$ cat src/rtl/muldiv_pkg.sv
// Shared RV32M multiply/divide encodings and sequencer state type, imported by
// the sequencer, the decoder and the hazard unit.
package muldiv_pkg;

  localparam logic [2:0] F3_MUL    = 3'b000;
  localparam logic [2:0] F3_MULH   = 3'b001;
  localparam logic [2:0] F3_MULHSU = 3'b010;
  localparam logic [2:0] F3_MULHU  = 3'b011;
  localparam logic [2:0] F3_DIV    = 3'b100;
  localparam logic [2:0] F3_DIVU   = 3'b101;
  localparam logic [2:0] F3_REM    = 3'b110;
  localparam logic [2:0] F3_REMU   = 3'b111;

  localparam logic [6:0] FUNCT7_MULDIV = 7'b0000001;

  localparam int MULDIV_ITERS = 32;

  typedef enum logic [1:0] {
    IDLE,
    CALC,
    FIN
  } muldiv_state_t;

endpackage

$ cat src/rtl/muldiv_sequencer.sv
// Iterative RV32M multiply/divide unit: radix-2 shift-add multiply and
// restoring divide on magnitudes, fixed 33-cycle latency from accept to done.
module muldiv_sequencer
  import muldiv_pkg::*;
#(
  parameter int XLEN = 32
) (
  input  logic            clk,
  input  logic            rst_n,
  input  logic            start,
  input  logic            flush,
  input  logic [2:0]      funct3,
  input  logic [XLEN-1:0] op_a,
  input  logic [XLEN-1:0] op_b,
  output logic            busy,
  output logic            done,
  output logic [XLEN-1:0] result
);

  localparam int CNT_W = $clog2(MULDIV_ITERS);
  localparam logic [CNT_W-1:0] LAST_CNT = CNT_W'(MULDIV_ITERS - 1);

  muldiv_state_t     r_state;
  logic [CNT_W-1:0]  r_cnt;
  logic [2:0]        r_f3;
  logic              r_neg;
  logic              r_div0;
  logic [XLEN-1:0]   r_opA;
  logic [XLEN-1:0]   r_opB;
  logic [2*XLEN-1:0] r_acc;
  logic              r_busy;
  logic              r_done;
  logic [XLEN-1:0]   r_result;

  logic              w_signA;
  logic              w_signB;
  logic              w_negStart;
  logic [XLEN-1:0]   w_absA;
  logic [XLEN-1:0]   w_absB;
  logic [XLEN:0]     w_mulSum;
  logic [XLEN:0]     w_divShift;
  logic              w_divGe;
  logic [XLEN-1:0]   w_divDiff;
  logic [XLEN-1:0]   w_divRem;
  logic [2*XLEN-1:0] w_accNext;
  logic [2*XLEN-1:0] w_prod;
  logic [XLEN-1:0]   w_quot;
  logic [XLEN-1:0]   w_remd;
  logic [XLEN-1:0]   w_result;

  // MUL shares its low word with every signedness, so only MULH/MULHSU and
  // the signed divides take magnitudes.
  assign w_signA = op_a[XLEN-1] & ((funct3 == F3_MULH) | (funct3 == F3_MULHSU) |
                                   (funct3 == F3_DIV)  | (funct3 == F3_REM));
  assign w_signB = op_b[XLEN-1] & ((funct3 == F3_MULH) | (funct3 == F3_DIV) |
                                   (funct3 == F3_REM));
  assign w_absA = w_signA ? -op_a : op_a;
  assign w_absB = w_signB ? -op_b : op_b;
  assign w_negStart = (funct3 == F3_REM) ? w_signA : (w_signA ^ w_signB);

  // Multiply: acc = {partial, multiplier}; add multiplicand on LSB, shift right.
  assign w_mulSum = {1'b0, r_acc[2*XLEN-1:XLEN]} + (r_acc[0] ? {1'b0, r_opB} : '0);

  // Divide: acc = {remainder, dividend/quotient}; modular low-word subtract is
  // exact whenever the compare says the divisor fits.
  assign w_divShift = {r_acc[2*XLEN-1:XLEN], r_acc[XLEN-1]};
  assign w_divGe    = (w_divShift >= {1'b0, r_opB});
  assign w_divDiff  = w_divShift[XLEN-1:0] - r_opB;
  assign w_divRem   = w_divGe ? w_divDiff : w_divShift[XLEN-1:0];

  assign w_accNext = r_f3[2] ? {w_divRem, r_acc[XLEN-2:0], w_divGe}
                             : {w_mulSum, r_acc[XLEN-1:1]};

  assign w_prod = r_neg ? -r_acc : r_acc;
  assign w_quot = r_neg ? -r_acc[XLEN-1:0] : r_acc[XLEN-1:0];
  assign w_remd = r_neg ? -r_acc[2*XLEN-1:XLEN] : r_acc[2*XLEN-1:XLEN];

  always_comb begin
    w_result = w_prod[XLEN-1:0];
    case (r_f3)
      F3_MULH, F3_MULHSU, F3_MULHU: w_result = w_prod[2*XLEN-1:XLEN];
      F3_DIV, F3_DIVU:              w_result = r_div0 ? '1 : w_quot;
      F3_REM, F3_REMU:              w_result = r_div0 ? r_opA : w_remd;
      default:                      w_result = w_prod[XLEN-1:0];
    endcase
  end

  always_ff @(posedge clk or negedge rst_n) begin
    if (!rst_n) begin
      r_state  <= IDLE;
      r_cnt    <= '0;
      r_f3     <= '0;
      r_neg    <= 1'b0;
      r_div0   <= 1'b0;
      r_opA    <= '0;
      r_opB    <= '0;
      r_acc    <= '0;
      r_busy   <= 1'b0;
      r_done   <= 1'b0;
      r_result <= '0;
    end else begin
      r_done <= 1'b0;
      if (flush && (r_state != IDLE)) begin
        r_state <= IDLE;
        r_busy  <= 1'b0;
      end else begin
        case (r_state)
          IDLE: begin
            if (start && !flush) begin
              r_state <= CALC;
              r_busy  <= 1'b1;
              r_cnt   <= '0;
              r_f3    <= funct3;
              r_neg   <= w_negStart;
              r_div0  <= (op_b == '0);
              r_opA   <= op_a;
              r_opB   <= funct3[2] ? w_absB : w_absA;
              r_acc   <= {{XLEN{1'b0}}, (funct3[2] ? w_absA : w_absB)};
            end
          end
          CALC: begin
            r_acc <= w_accNext;
            r_cnt <= r_cnt + CNT_W'(1);
            if (r_cnt == LAST_CNT) r_state <= FIN;
          end
          FIN: begin
            r_result <= w_result;
            r_done   <= 1'b1;
            r_busy   <= 1'b0;
            r_state  <= IDLE;
          end
          default: r_state <= IDLE;
        endcase
      end
    end
  end

  assign busy   = r_busy;
  assign done   = r_done;
  assign result = r_result;

endmodule

$ cat config.mk
export PLATFORM = sky130hd
export DESIGN_NAME = muldiv_sequencer
export DESIGN_NICKNAME = d
export VERILOG_FILES = /design/src/rtl/muldiv_pkg.sv /design/src/rtl/muldiv_sequencer.sv
export SDC_FILE = /design/constraint.sdc
export NUM_CORES = 1
export LEC_CHECK = 0
export CORE_MARGIN = 2
export CORE_UTILIZATION = 30
export CTS_CLUSTER_DIAMETER = 120
export DETAILED_ROUTE_END_ITERATION = 16
export PLACE_DENSITY_LB_ADDON = 0.05
export SLEW_MARGIN = 10
export SYNTH_ARGS = -nofsm -noshare
export SYNTH_HDL_FRONTEND = slang
export SYNTH_SLANG_ARGS = --single-unit
$ cat constraint.sdc
create_clock -name clk -period 8.15 [get_ports clk]
set_input_delay 0.815 -clock clk [delete_from_list [all_inputs] [get_ports clk]]
set_output_delay 0.815 -clock clk [all_outputs]
set_load 0.02 [all_outputs]
==> impl_metrics.json <==
{
  "total_power_mw": 5.88,
  "start_util_pct": 30.3,
  "fin_tns_setup_ns": 0,
  "ys_types": 80,
  "fin_nets": 2300,
  "grt_pass1_wl_mm": 106,
  "drc": 0,
  "netlist_area_mm2": 0.0159,
  "synthArstFlopShare_pct": 100,
  "nFillCells": 5673,
  "dieHeight_um": 234,
  "syn_nets": 2302,
  "min_path_type": "in -> async",
  "cts_setup_buffers": 0,
  "tritoncts": "done",
  "antenna_found_initial": 0,
  "area_growth_pct": 13.6,
  "worstSkewPairLatency_ns": 0.51,
  "status": "completed",
  "clkTransAtPathRegs_ns": 0.09,
  "skew_ns": 0.0240,
  "cp-end-kind": "flop",
  "dp_hpwl_mm": 54.9,
  "clock.fmax_mhz": 232,
  "place_congestion": 0.904,
  "track_usage_pct": 26.4,
  "r2r_slack_ns": 3.84,
  "critPathCapture": "r_acc[61]$_DFFE_PN0P_",
  "grt.overflow.total": 0,
  "die_area_mm2": 0.0549,
  "ys.flop_type": "dfrtp_1",
  "cts_max_path_buffers": 2,
  "synth_top_area_share_pct": 27.3,
  "cap_violations": 0,
  "n_antenna_cell": 0,
  "required_ns": 8.54,
  "synth_edf_count": 0,
  "worstReg2RegEnd": "r_acc[61]$_DFFE_PN0P_",
  "seq_area_frac_synth_pct": 27.3,
  "first_iter_violations": 1312,
  "rr_startpoint": "r_acc[0]$_DFFE_PN0P_",
  "ctsResizeCount": 0,
  "reg2reg_depth": 14,
  "wl_mm": 71.3,
  "syn-instance-count": 2159,
  "via_count": 16200,
  "crit_type": "reg -> reg",
  "maxSlewViolCount": 0,
  "top_level_ports": 105,
  "cts_hold_repair.buffers": 0,
  "drive_gt1_share_pct": 4.61,
  "ant_nets": 0,
  "yosysTopAreaCell": "dfrtp_1",
  "ys_warn_count": 0,
  "cp.arrival_ns": 4.71,
  "grt_pass1_vias": 15700,
  "utilization_pct": 34.4,
  "core_mm2": 0.0526,
  "fin_crit_sh_pct": 52.9,
  "cts_root_buffer": "clkbuf_16",
  "routed_via_density": 5.66,
  "grt_max_degree": 91,
  "die_x_um": 234,
  "synth-seq-cells": 174,
  "htree_levels": 4,
  "powerDensity_mw_per_mm2": 325,
  "max-slew-margin-rel_pct": 18.9,
  "clkSinkCount": 174,
  "cts_made_buffers": 17,
  "finalHoldViolCount": 0,
  "wl_per_cell_um": 25.0,
  "port_buffers": 104,
  "start_kind": "flop",
  "ir_worst_vdd_mv": 0.186,
  "tightest_slew_ns": 1.21,
  "syn_area_per_cell_um2": 7.38,
  "rows": 84,
  "rsz0062_at_grt": "false",
  "yosys-top-cells-area": "dfrtp_1, nand2_1, a21oi_1",
  "period_minus_slack_ns": 4.31,
  "first_pass_iters": 7,
  "power_leakage_nw": 7.52,
  "crit_fanout": 30,
  "setup_viol": 0,
  "crit_start": "r_acc[0]$_DFFE_PN0P_"
}
power breakdown:
group / switching [mW] / leakage (nW) / internal, mW
logic: 2.16 / 5.03 / 1.27
registers: 0.496 / 2.20 / 1.05
clock network: 0.482 / 0.289 / 0.417
flip-flops by register name, indices dropped and copies added (netlist names):
signal and count:
r_neg 1, r_f3 3, result 32, r_state 2, r_cnt 5, r_div0 1
r_opB 32, r_acc 64, r_opA 32, busy 1, done 1
cells in the final DEF (no fill, tap or decap), types with 19 or more instances in the layout:
cell,n
nor3_1,44
clkdlybuf4s50_1,102
xor2_1,86
mux2i_1,42
o21ai_1,31
xnor2_1,100
o211ai_1,41
o21ai_0,196
o31ai_1,24
or3_1,25
nand3_1,23
nor2_1,234
a21o_1,23
nor2b_1,19
ha_1,70
nand2_1,302
dfrtp_1,172
buf_4,25
inv_1,65
nand2b_1,28
a21oi_1,225
cell type report:
cell class / count / area (µm²) / share of cell area [%]
multi-input combinational: 1770 / 10800 / 59.6
sequential: 174 / 4360 / 24.1
timing repair buffer: 129 / 1230 / 6.79
tap: 688 / 861 / 4.76
clock buffer: 17 / 425 / 2.35
inverter: 65 / 244 / 1.35
clock inverter: 15 / 184 / 1.02
critical path, stage by stage (launching register included):
cell and delay, ns:
dfrtp_1 0.48, inv_1 0.13, buf_4 0.34, nor2_1 0.10, ha_1 0.38, a21o_1 0.24, a211oi_1 0.36, o21ai_0 0.15
or3_1 0.37, a221oi_1 0.47, o21ai_1 0.20, a31oi_1 0.38, o21ai_0 0.18, xor2_1 0.16, o211a_1 0.22
worst min-delay path by stage:
stage                          start               endpoint  slack (ns)  depth (start not counted)
2_1_floorplan  r_opA[12]$_DFFE_PN0P_  r_opA[12]$_DFFE_PN0P_        0.44                          2
3_3_place_gp    r_cnt[4]$_DFFE_PN0P_   r_cnt[4]$_DFFE_PN0P_        0.46                          2
3_5_place_dp    r_cnt[4]$_DFFE_PN0P_   r_cnt[4]$_DFFE_PN0P_        0.47                          2
4_1_cts                        rst_n         done$_DFF_PN0_        0.31                          1
5_1_grt                        rst_n         done$_DFF_PN0_        0.33                          1
6_report                       rst_n         done$_DFF_PN0_        0.30                          1
cell usage after synthesis (9+ instances only):
master,count
nor2_1,236
o22ai_1,15
xnor2_1,100
a211oi_1,19
and3_1,10
xor2_1,86
or3_1,25
clkbuf_1,136
nand3_1,23
a21oi_1,225
nor2b_1,19
a221oi_1,12
mux2i_1,42
nand2_1,303
inv_1,65
o211ai_1,41
dfrtp_1,174
nor3_1,45
a21o_1,23
o21ai_1,31
nand4_1,13
ha_1,70
o31ai_1,24
nand2b_1,28
o21ai_0,196
a31oi_1,13
and2_1,14
buf_1,9
stage by stage:
step	setup WS, ns	cells	hold WS [ns]	cell area (µm²)
floorplan	4.61	2159	0.440	15900
detailed placement	3.87	2826	0.467	17500
finish	3.84	2858	0.296	18100
global placement	3.97	2826	0.459	17500
CTS	3.84	2858	0.310	18100
global route	3.44	2858	0.333	18100
cells by family (layout without fill, tap and decap cells):
logic type | Yosys count | after routing | synth area share, %
simple gates | 763 | 763 | 21.7
compound gates | 703 | 703 | 26.9
buf+inv | 215 | 226 | 5.15
xor+xnor | 186 | 186 | 10.2
flops | 174 | 174 | 27.3
fa+ha+maj | 72 | 72 | 5.75
mux | 46 | 46 | 2.92
per-layer routing:
layer  vias to the layer above  part of all wire, %  wire length [µm]  track usage (%)
met5                         -                    0                 0                0
met2                       551                   44             31200             40.2
met4                         0                  3.5              2520             9.94
met3                        77                  5.7              4070             3.82
met1                      7876                   47             33500             37.7
li1                       7658                    -                 -                -
No activity file was read; power rests on OpenSTA's default activity.
